`src/rtl/image_scanner_pkg.sv`:
```
`default_nettype none
// ============================================================================
// Module      : image_scanner_pkg
// Description : Shared definitions for the image scanner: default frame
//               geometry, pixel/coordinate widths, mask dimensions and the
//               scanner FSM state encoding.
// Revision    : 1.0  initial release
// ============================================================================
package image_scanner_pkg;

    localparam int DEF_IMG_ROWS = 240;
    localparam int DEF_IMG_COLS = 320;
    localparam int PIX_W        = 12;
    localparam int ROW_W        = 8;
    localparam int COL_W        = 9;
    localparam int MASK_ROWS    = 3;
    localparam int MASK_COLS    = 3;

    typedef enum logic [1:0] {
        ST_IDLE  = 2'd0,
        ST_SCAN  = 2'd1,
        ST_DRAIN = 2'd2,
        ST_DONE  = 2'd3
    } scan_state_t;

endpackage : image_scanner_pkg
`default_nettype wire

```
`src/rtl/image_scanner.sv`:
```
`default_nettype none
// ============================================================================
// Module      : image_scanner
// Description : Raster-scans one frame out of a frame memory (1-cycle read
//               latency) and presents each pixel with its coordinates and
//               the frame-stable mask offsets to a downstream masking stage.
// Ports       : clk, rst_n (async, active-low)
//               start                 - one-cycle frame request (IDLE only)
//               hold                  - backpressure, suppresses new reads
//               mask_row/col_offset_in- offsets latched on accepted start
//               mem_rd_en/addr/data   - frame-memory read port
//               image_pixel, pixel_row, pixel_col, pixel_valid - pixel out
//               mask_row/col_offset   - latched offsets
//               busy, done            - frame status
// Revision    : 1.0  initial release
// ============================================================================
module image_scanner
    import image_scanner_pkg::*;
#(
    parameter int IMG_ROWS = DEF_IMG_ROWS,
    parameter int IMG_COLS = DEF_IMG_COLS,
    parameter int ADDR_W   = 17
) (
    input  logic               clk,
    input  logic               rst_n,
    input  logic               start,
    input  logic               hold,
    input  logic [ROW_W-1:0]   mask_row_offset_in,
    input  logic [COL_W-1:0]   mask_col_offset_in,
    output logic               mem_rd_en,
    output logic [ADDR_W-1:0]  mem_rd_addr,
    input  logic [PIX_W-1:0]   mem_rd_data,
    output logic [PIX_W-1:0]   image_pixel,
    output logic [ROW_W-1:0]   pixel_row,
    output logic [COL_W-1:0]   pixel_col,
    output logic [ROW_W-1:0]   mask_row_offset,
    output logic [COL_W-1:0]   mask_col_offset,
    output logic               pixel_valid,
    output logic               busy,
    output logic               done
);

    localparam logic [ROW_W-1:0] c_LAST_ROW = ROW_W'(IMG_ROWS - 1);
    localparam logic [COL_W-1:0] c_LAST_COL = COL_W'(IMG_COLS - 1);

    scan_state_t        r_state;
    scan_state_t        w_next_state;

    logic [ROW_W-1:0]   r_row;
    logic [COL_W-1:0]   r_col;
    logic [ADDR_W-1:0]  r_addr;

    // Stage 1 of the coordinate pipeline: tags the read that is in flight
    // in the memory so its coordinates line up with mem_rd_data next cycle.
    logic               r_v1;
    logic [ROW_W-1:0]   r_row1;
    logic [COL_W-1:0]   r_col1;

    logic               w_issue;
    logic               w_last_issue;

    assign w_issue      = (r_state == ST_SCAN) && !hold;
    assign w_last_issue = w_issue && (r_row == c_LAST_ROW) && (r_col == c_LAST_COL);

    assign mem_rd_en    = w_issue;
    assign mem_rd_addr  = r_addr;
    assign busy         = (r_state == ST_SCAN) || (r_state == ST_DRAIN);
    assign done         = (r_state == ST_DONE);

    always_comb begin
        w_next_state = r_state;
        case (r_state)
            ST_IDLE:  if (start)        w_next_state = ST_SCAN;
            ST_SCAN:  if (w_last_issue) w_next_state = ST_DRAIN;
            // Stage 2 is loaded from stage 1 unconditionally, so once stage 1
            // is empty the final pixel is being presented this cycle.
            ST_DRAIN: if (!r_v1)        w_next_state = ST_DONE;
            ST_DONE:                    w_next_state = ST_IDLE;
            default:                    w_next_state = ST_IDLE;
        endcase
    end

    always_ff @(posedge clk or negedge rst_n) begin
        if (!rst_n) begin
            r_state         <= ST_IDLE;
            r_row           <= '0;
            r_col           <= '0;
            r_addr          <= '0;
            mask_row_offset <= '0;
            mask_col_offset <= '0;
        end else begin
            r_state <= w_next_state;
            if ((r_state == ST_IDLE) && start) begin
                r_row           <= '0;
                r_col           <= '0;
                r_addr          <= '0;
                mask_row_offset <= mask_row_offset_in;
                mask_col_offset <= mask_col_offset_in;
            end else if (w_issue) begin
                // Address runs alongside row/col so no multiplier is needed.
                r_addr <= r_addr + 1'b1;
                if (r_col == c_LAST_COL) begin
                    r_col <= '0;
                    r_row <= r_row + 1'b1;
                end else begin
                    r_col <= r_col + 1'b1;
                end
            end
        end
    end

    always_ff @(posedge clk or negedge rst_n) begin
        if (!rst_n) begin
            r_v1        <= 1'b0;
            r_row1      <= '0;
            r_col1      <= '0;
            pixel_valid <= 1'b0;
            image_pixel <= '0;
            pixel_row   <= '0;
            pixel_col   <= '0;
        end else begin
            r_v1 <= w_issue;
            if (w_issue) begin
                r_row1 <= r_row;
                r_col1 <= r_col;
            end
            // Registering mem_rd_data here keeps every output free of a
            // combinational path from the memory.
            pixel_valid <= r_v1;
            if (r_v1) begin
                image_pixel <= mem_rd_data;
                pixel_row   <= r_row1;
                pixel_col   <= r_col1;
            end
        end
    end

endmodule : image_scanner
`default_nettype wire

```
`config.mk`:
```
export PLATFORM = sky130hd
export DESIGN_NAME = image_scanner
export DESIGN_NICKNAME = d
export VERILOG_FILES = /design/src/rtl/image_scanner_pkg.sv /design/src/rtl/image_scanner.sv
export SDC_FILE = /design/constraint.sdc
export NUM_CORES = 1
export LEC_CHECK = 0
export CAP_MARGIN = 20
export CORE_MARGIN = 2
export CORE_UTILIZATION = 30
export CTS_CLUSTER_DIAMETER = 60
export DETAILED_ROUTE_END_ITERATION = 8
export SLEW_MARGIN = 40
export SYNTH_ARGS = -nofsm -noshare
export SYNTH_HDL_FRONTEND = slang
export SYNTH_SLANG_ARGS = --single-unit
```
`constraint.sdc`:
```
create_clock -name clk -period 3.82 [get_ports clk]
set_input_delay 0.764 -clock clk [delete_from_list [all_inputs] [get_ports clk]]
set_output_delay 0.764 -clock clk [all_outputs]
set_load 0.01 [all_outputs]
```
==> results.md <==
Outcome:
- The flow ran to the end, and the final reports show no timing, DRC or antenna violations.

Timing:
- The number of slew-limit violations in the final report is 0.
- Headroom to the max-slew limit came out at 53.1%.
- The final setup TNS is 0 ns.
- The hold violation total from the final report is 0.
- Final hold analysis gives a worst-case slack of 0.413 ns.
- The final-report setup violation count is 0.
- Across all setup checks in the final design, the least slack found is 0.757 ns.
- Setup repair after global routing left no endpoint under its margin.
- The maximum operating frequency is 0.326 GHz.
- The clock period minus final worst setup slack is 3.06 ns.
- The slew at the pin closest to its max-slew limit is 0.697 ns.
- The final period utilization is 80.2%.
- The worst clock skew on the final layout is 0.00613 ns.

Clocking:
- The CTS tree is built.
- The TritonCTS sink count is 101.
- No sink is reached through more buffers than the 2 on the longest clock path.
- TritonCTS created 9 clock buffers.
- The latest clock arrival within the worst-skew pair is 0.35 ns.
- The post-cts hold buffer count is 0.
- The clock slew seen by the registers of the worst setup and hold paths is 0.07 ns.
- The clock root buffer is clkbuf_16.
- The total of cells resized after clock tree synthesis is 0.
- Post-CTS timing repair inserted 0 buffers for setup.
- The count of H-tree levels built during CTS is 3.

Floorplanning:
- The starting density of the core is 30.8%.
- The I/O pin count is 100.
- The number of cell rows is 43.
- Measured along the x axis, the die boundary spans 124 microns.
- The die is 124 microns tall.
- The floorplan core area is 13900 sq um.
- The die footprint is 15300 sq um.

Min path:
- In this run the worst hold path is classified as primary input to async pin.

Worst setup path:
- The kind of start point of the critical path is a primary input.
- The terminus of the critical flop-to-flop path is r_row[0]$_DFFE_PN0P_.
- The worst setup path is captured at a primary output.
- The worst register-to-register path has a setup slack of 1.30 ns.
- The largest fanout on the critical path is 12.
- The worst register-to-register path has a depth of 8.
- Data on the critical path is required at its endpoint by 3.06 ns.
- Data arrives at the worst endpoint at 2.30 ns.
- The start of the worst register-to-register path is r_state[1]$_DFFE_PN0P_.
- The worst setup path is of the primary input to primary output kind.

Synth:
- The synthesized design spends more area on one cell type than any other, namely dfrtp_1.
- The cell area after synthesis is 4290 sq um.
- The instance count of the mapped netlist is 411.
- In this run, distinct cell masters in the synthesized netlist total 37.
- The net count of the mapped netlist is 451.
- The post-synthesis sequential area ratio is 58.9%.
- The share of Yosys cell area claimed by the top area cell type is 58.9%.
- For this run, the number of Yosys warnings is 0.
- The average size of a mapped cell is 10.4 sq um.
- In this run, synthesis produced a sequential element count of 101.
- Sorting the synthesized cells by area gives the leading types as dfrtp_1 59%, nand2_1 10%, mux2_2 7.9%, xnor2_1 2.7%, ha_1 2.0%.

Layout:
- The area of all sequential standard cells is 2530 sq um.
- At the end of the flow the core is filled with cells to 41.5%.
- The proportion of layout cells with a drive suffix above 1 is 10.7%.
- Fill cells in the final layout number 1351.
- In the final layout, the multi-input gates occupy 1660 sq um.
- From synthesis to final layout, the design area changed by 34.8%.
- Leaving out fill and tap cells, the most frequent cell in the layout is nand2_1.
- In the layout the commonest cells are 118 x nand2_1, 100 x dfrtp_1, 98 x clkdlybuf4s50_1.
- The antenna diode count is 0.
- The layout net count is 551.

Place:
- At the placement stage, the worst setup path has a slack of 0.703 ns.
- The wire-length estimate of the detail-placed layout is 6590 microns.
- The port buffer count is 99.
- The final estimated routing congestion in global placement is 0.817.

Pwr:
- The design draws 0.00341 W.
- Power spread over the standard cell area amounts to 589 nW/um^2.
- In this run the static leakage power is 2.60 nW.
- IR analysis of the VDD net gives a maximum drop of 0.242 mV.

Drt:
- The number of search-and-repair iterations in the first detailed-routing pass is 4.
- The number of DRC markers in iteration 0 is 155.
- The remaining antenna violation count after routing is 0.
- Across all layers, the routed design uses 3239 vias.
- After detailed routing, the average wire length per cell comes to 13.7 microns.
- After detailed routing, the number of remaining DRC violations is 0.
- The total routed wirelength is 9540 microns.
- The detail-routed via count per cell is 4.66.

GRT:
- The pin count of the biggest net entering global routing is 69.
- The total global routing overflow is 0.
- In the global route stage, overall resource usage came out at 13.3%.
- The first global-routing pass estimated 15800 microns of wire.
- The number of antenna violations at the first check in global routing is 0.
- The number of global-route vias before repair is 3227.

Job:
- The max capacitance violation total is 0.
[flip-flops by register name (all words and copies together), names as in the netlist]
signal and flops:
mem_rd_addr 17, image_pixel 12, mask_col_offset 9, pixel_col 9
r_col1 9, r_col 9, mask_row_offset 8, pixel_row 8
r_row1 8, r_row 8, r_state 2, pixel_valid 1
r_v1 1
[cell type report]
class | count | area share [%]
repair buffers | 107 | 18.2
inverters | 10 | 0.649
multi-input cells | 282 | 28.7
clock buffers | 11 | 4.02
clock inverters | 4 | 0.865
well taps | 180 | 3.89
flip-flops and latches | 101 | 43.7
[Yosys cell counts, drive strengths merged]
cell type,instances
o221a,1
a21boi,1
nand2b,1
clkbuf,14
a211oi,1
mux2i,1
xor2,4
nand4b,7
nor4,5
dfrtp,101
nand3,9
or3b,1
o21ai,10
or3,7
a21oi,14
nand2,118
nand4,4
nor2,22
or4,3
mux2,30
nor3,8
a311oi,1
and2b,1
a2111oi,1
o32ai,1
o32a,1
and2,1
o31ai,1
a41o,3
xnor2,13
and3,2
a31oi,2
ha,7
inv,10
nor2b,1
buf,4
[metal layers]
metal	global-route usage [%]	up-vias	routed length, microns
met1	17.7	1565	4490
li1	-	1589	-
met3	2.66	12	423
met2	20.4	73	4410
met5	0	-	0
met4	7.24	0	221
[report_power, final]
group	switching [W]	internal (W)	leakage, nW
Clock	0.000388	0.000504	0.132
Sequential	0.000164	0.00129	1.35
Combinational	0.000479	0.000584	1.12
[critical path: stages]
cell and delay [ns]:
clkdlybuf4s50_1 0.47, nand2b_1 0.37, inv_1 0.15, clkdlybuf4s50_1 0.54
[worst max-delay path by stage]
stage,from,end,slack [ns],cells past startpoint
global placement,hold,mem_rd_en,0.77,4
CTS,hold,mem_rd_en,0.76,4
finish,hold,mem_rd_en,0.76,4
floorplan,hold,mem_rd_en,1.26,5
global route,hold,mem_rd_en,0.66,4
detailed placement,hold,r_row[0]$_DFFE_PN0P_,0.70,7
[stage by stage]
stage,instances,instance area [sq um]
detailed placement,680,5500
finish,695,5790
global route,695,5790
floorplan,411,4290
CTS,695,5790
global placement,680,5500
[logic make-up (layout without fill, tap and decap cells)]
logic type               Yosys count  after routing  share of synthesized area, %
adder cells (fa/ha/maj)            7              7                          2.04
multiplexers                      31             31                          8.10
XOR/XNOR                          17             17                          3.47
flip-flops                       101            101                          58.9
AO/OA/AOI/OAI                     37             37                          5.42
AND/OR/NAND/NOR                  190            190                          19.6
buffers and inverters             28            132                          2.48
No activity file was read; power rests on OpenSTA's default activity.
==> edit 1 (same flow settings) <==
Re-encode `scan_state_t` (4 states) as Gray code, 2 bits wide.
--- a/src/rtl/image_scanner_pkg.sv
+++ b/src/rtl/image_scanner_pkg.sv
@@ -17,10 +17,10 @@
     localparam int MASK_COLS    = 3;
 
     typedef enum logic [1:0] {
-        ST_IDLE  = 2'd0,
-        ST_SCAN  = 2'd1,
-        ST_DRAIN = 2'd2,
-        ST_DONE  = 2'd3
+        ST_IDLE  = 2'b00,
+        ST_SCAN  = 2'b01,
+        ST_DRAIN = 2'b11,
+        ST_DONE  = 2'b10
     } scan_state_t;
 
 endpackage : image_scanner_pkg
Formal check against the unedited RTL: same outputs for any inputs over 10 cycles, from zero or initial values and one cycle with rst_n low; not proved beyond that.
==> edit 1 against the original RTL <==
Setup slack better by 65 ps; synthesized area hardly changed; final area grew 0.74%; wire length up 2.0%; global-route usage increased by 0.73 points; non-clock buffer count shrank 3; critical path depth unchanged; sequential cell count unchanged; fmax up 2.2%; cell count down 1.6%; critical endpoint unchanged; highest routed layer unchanged.
Power is not compared: it rests on default switching activity, and its combinational part moved more than twofold at a synthesized area within 25%.
==> edit 1: results <==
export IMPL_status="finished clean"
export IMPL_drive_gt1_frac=0.1190
export IMPL_route_met2_wl_mm=4.476
export IMPL_final_net_count=535
export IMPL_met2_usage=0.2157
export IMPL_clock_buffers=13
export IMPL_routed_wl_mm=9.732
export IMPL_grt_use_met3=0.04212
export IMPL_ys_types=41
export IMPL_fillers=1342
export IMPL_yosys_top_cells_area="dfrtp_1, nand2_1, mux2_2"
export IMPL_buffers=104
export IMPL_holdWs_ps=461.6
export IMPL_grt_start_max_net_pins=86
export IMPL_grt_util_all_layers=0.1403
export IMPL_reg2reg_from="r_state[0]$_DFFE_PN0P_"
export IMPL_place_hpwl_mm=6.602
export IMPL_grt_pass1_wl_mm=16.64
export IMPL_max_slew_margin_rel=0.4836
export IMPL_bufAreaShareNonClock=0.1771
export IMPL_multi_input_gates=279
export IMPL_dp_slack_ps=824.0
export IMPL_reg2reg_setup_slack_ps=1590
export IMPL_cpPeakStageDelay_ps=520
export IMPL_r2r_end="mem_rd_addr[12]$_DFFE_PN0P_"
export IMPL_synth_commonest_cells="nand2_1, dfrtp_1, mux2_2"
export IMPL_grt_pass1_vias=3316
-- edit 1: cell types whose count changed after synthesis, moves of 4 or more --
| cell | unedited run | this run |
|---|---|---|
| xnor2_1 | 13 | 9 |
| o31ai_1 | 1 | 5 |
| nand4b_1 | 7 | 0 |
| inv_1 | 10 | 3 |
| xor2_1 | 4 | 8 |
| ha_1 | 7 | 3 |
| buf_2 | 0 | 5 |
| nand3_1 | 9 | 15 |
-- edit 1: power by group --
group          switching, mW  total (mW)  internal [mW]
logic                  0.193       0.465          0.272
clock network          0.393        1.09          0.695
registers              0.153        1.36           1.21
-- edit 1: per-stage QoR --
stage / std cells / cell area, µm²
2_1_floorplan: 404 / 4290
3_3_place_gp: 668 / 5460
3_5_place_dp: 668 / 5464
4_1_cts: 684 / 5824
5_1_grt: 684 / 5829
6_report: 684 / 5829
-- edit 1: cells by family after synthesis --
logic type | synth area share
mux | 0.08311
buf+inv | 0.02274
compound gates | 0.04112
flops | 0.5891
simple gates | 0.2205
fa+ha+maj | 0.008750
xor+xnor | 0.03471
==> edit 2 (config.mk and constraints unchanged) <==
Made on the original files. Change the package constant `PIX_W` from 12 to 24.
--- a/src/rtl/image_scanner_pkg.sv
+++ b/src/rtl/image_scanner_pkg.sv
@@ -10,7 +10,7 @@
 
     localparam int DEF_IMG_ROWS = 240;
     localparam int DEF_IMG_COLS = 320;
-    localparam int PIX_W        = 12;
+    localparam int PIX_W        = 24;
     localparam int ROW_W        = 8;
     localparam int COL_W        = 9;
     localparam int MASK_ROWS    = 3;
Ports: changed (resized image_pixel and mem_rd_data); port bits go from 100 to 124. The function was not compared with the original's and may differ.
==> edit 2 against the original RTL <==
Cell count up 14%; wire length up 13%; setup slack better by 200 ps; die area up 11%; synthesized area up 11%; first-iteration DRC count up 12%; final area up 20%; sequential cell count up 12; power up 39%; critical path type unchanged.
==> edit 2: results <==
export IMPL_path_clk_slew_ps=50
export IMPL_yosys_top_cells_area="dfrtp_1, mux2_2, nand2_1"
export IMPL_syn_num_nets=488
export IMPL_largest_reg_flops=24
export IMPL_gp_congestion=0.7739
export IMPL_met2_usage=0.2193
export IMPL_reg2reg_setup_slack_ps=1420
export IMPL_arrival_ps=2100
export IMPL_wl_met3_um=931
export IMPL_final_net_count=617
export IMPL_cts_buffers=17
export IMPL_fillers=1476
export IMPL_vdd_drop_max_v=0.0003075
export IMPL_cpPeakStageDelay_ps=560
export IMPL_r2r_end="mem_rd_addr[11]$_DFFE_PN0P_"
export IMPL_num_vias=3599
export IMPL_met1Wirelength_mm=4.645
export IMPL_worst_slew_pin_slew_ps=689.8
export IMPL_worst_clock_skew_ps=7.302
export IMPL_grt_use_met3=0.06601
export IMPL_clockBufferDepth=2
export IMPL_port_buffers=123
export IMPL_status="finished clean"
export IMPL_grt_util_all_layers=0.1356
export IMPL_path_max_fanout=5
export IMPL_yosysWarnings=0
export IMPL_drive_gt1_frac=0.1505
export IMPL_routed_wl_mm=10.76
export IMPL_placed_area_um2=6270
export IMPL_synth_seq_area_share=0.5919
export IMPL_synth_commonest_cells="nand2_1, dfrtp_1, mux2_2"
export IMPL_clk_latency_ps=410
export IMPL_use_met1=0.1524
export IMPL_leakage_nw=3.146
export IMPL_route_met2_wl_mm=5.030
export IMPL_ys_types=40
export IMPL_rr_worst_depth=7
export IMPL_htree_levels=4
export IMPL_place_hpwl_mm=7.211
export IMPL_grt_pass1_vias=3717
export IMPL_grt_pass1_wl_mm=17.72
export IMPL_grt_start_max_net_pins=72
edit 2: final cells by class:
type | count | area (µm²) | area share
sequential | 113 | 2831 | 0.4089
multi-input combinational | 297 | 1852 | 0.2674
tap | 216 | 270.3 | 0.03903
clock buffer | 22 | 474.2 | 0.06849
inverter | 7 | 26.28 | 0.003795
clock inverter | 10 | 180.2 | 0.02602
timing repair buffer | 129 | 1290 | 0.1863
edit 2: worst min-delay path by stage:
stage	end	depth (start not counted)	slack (ps)	from
final	image_pixel[2]$_DFFE_PN0P_	1	360	rst_n
after global placement	r_row1[5]$_DFFE_PN0P_	2	460	r_row1[5]$_DFFE_PN0P_
after detailed placement	mask_row_offset[2]$_DFFE_PN0N_	2	460	mask_row_offset[2]$_DFFE_PN0N_
after CTS	image_pixel[2]$_DFFE_PN0P_	1	380	rst_n
after global routing	image_pixel[2]$_DFFE_PN0P_	1	410	rst_n
after floorplan	pixel_valid$_DFF_PN0_	0	350	r_v1$_DFF_PN0_
edit 2: through the flow:
stage | worst slack [ps] | cells
after floorplan | 1215 | 436
after global placement | 950.0 | 762
after detailed placement | 875.2 | 762
after CTS | 941.5 | 794
after global routing | 867.9 | 794
final | 953.5 | 794
edit 2: logic make-up after synthesis:
group | count (synthesis) | synth area share
simple gates | 197 | 0.1936
flops | 113 | 0.5919
mux | 44 | 0.1040
compound gates | 30 | 0.03693
buf+inv | 26 | 0.02043
xor+xnor | 19 | 0.03484
fa+ha+maj | 7 | 0.01833
edit 2: report_power, final:
group / switching [mW] / internal [mW]
combinational: 0.553 / 0.756
clock: 0.530 / 1.20
sequential: 0.211 / 1.48
edit 2: worst max-delay path, delay by kind of cell:
kind	cells	cell delay, ps
buffers and inverters	3	1130
and+or+nand+nor	1	200
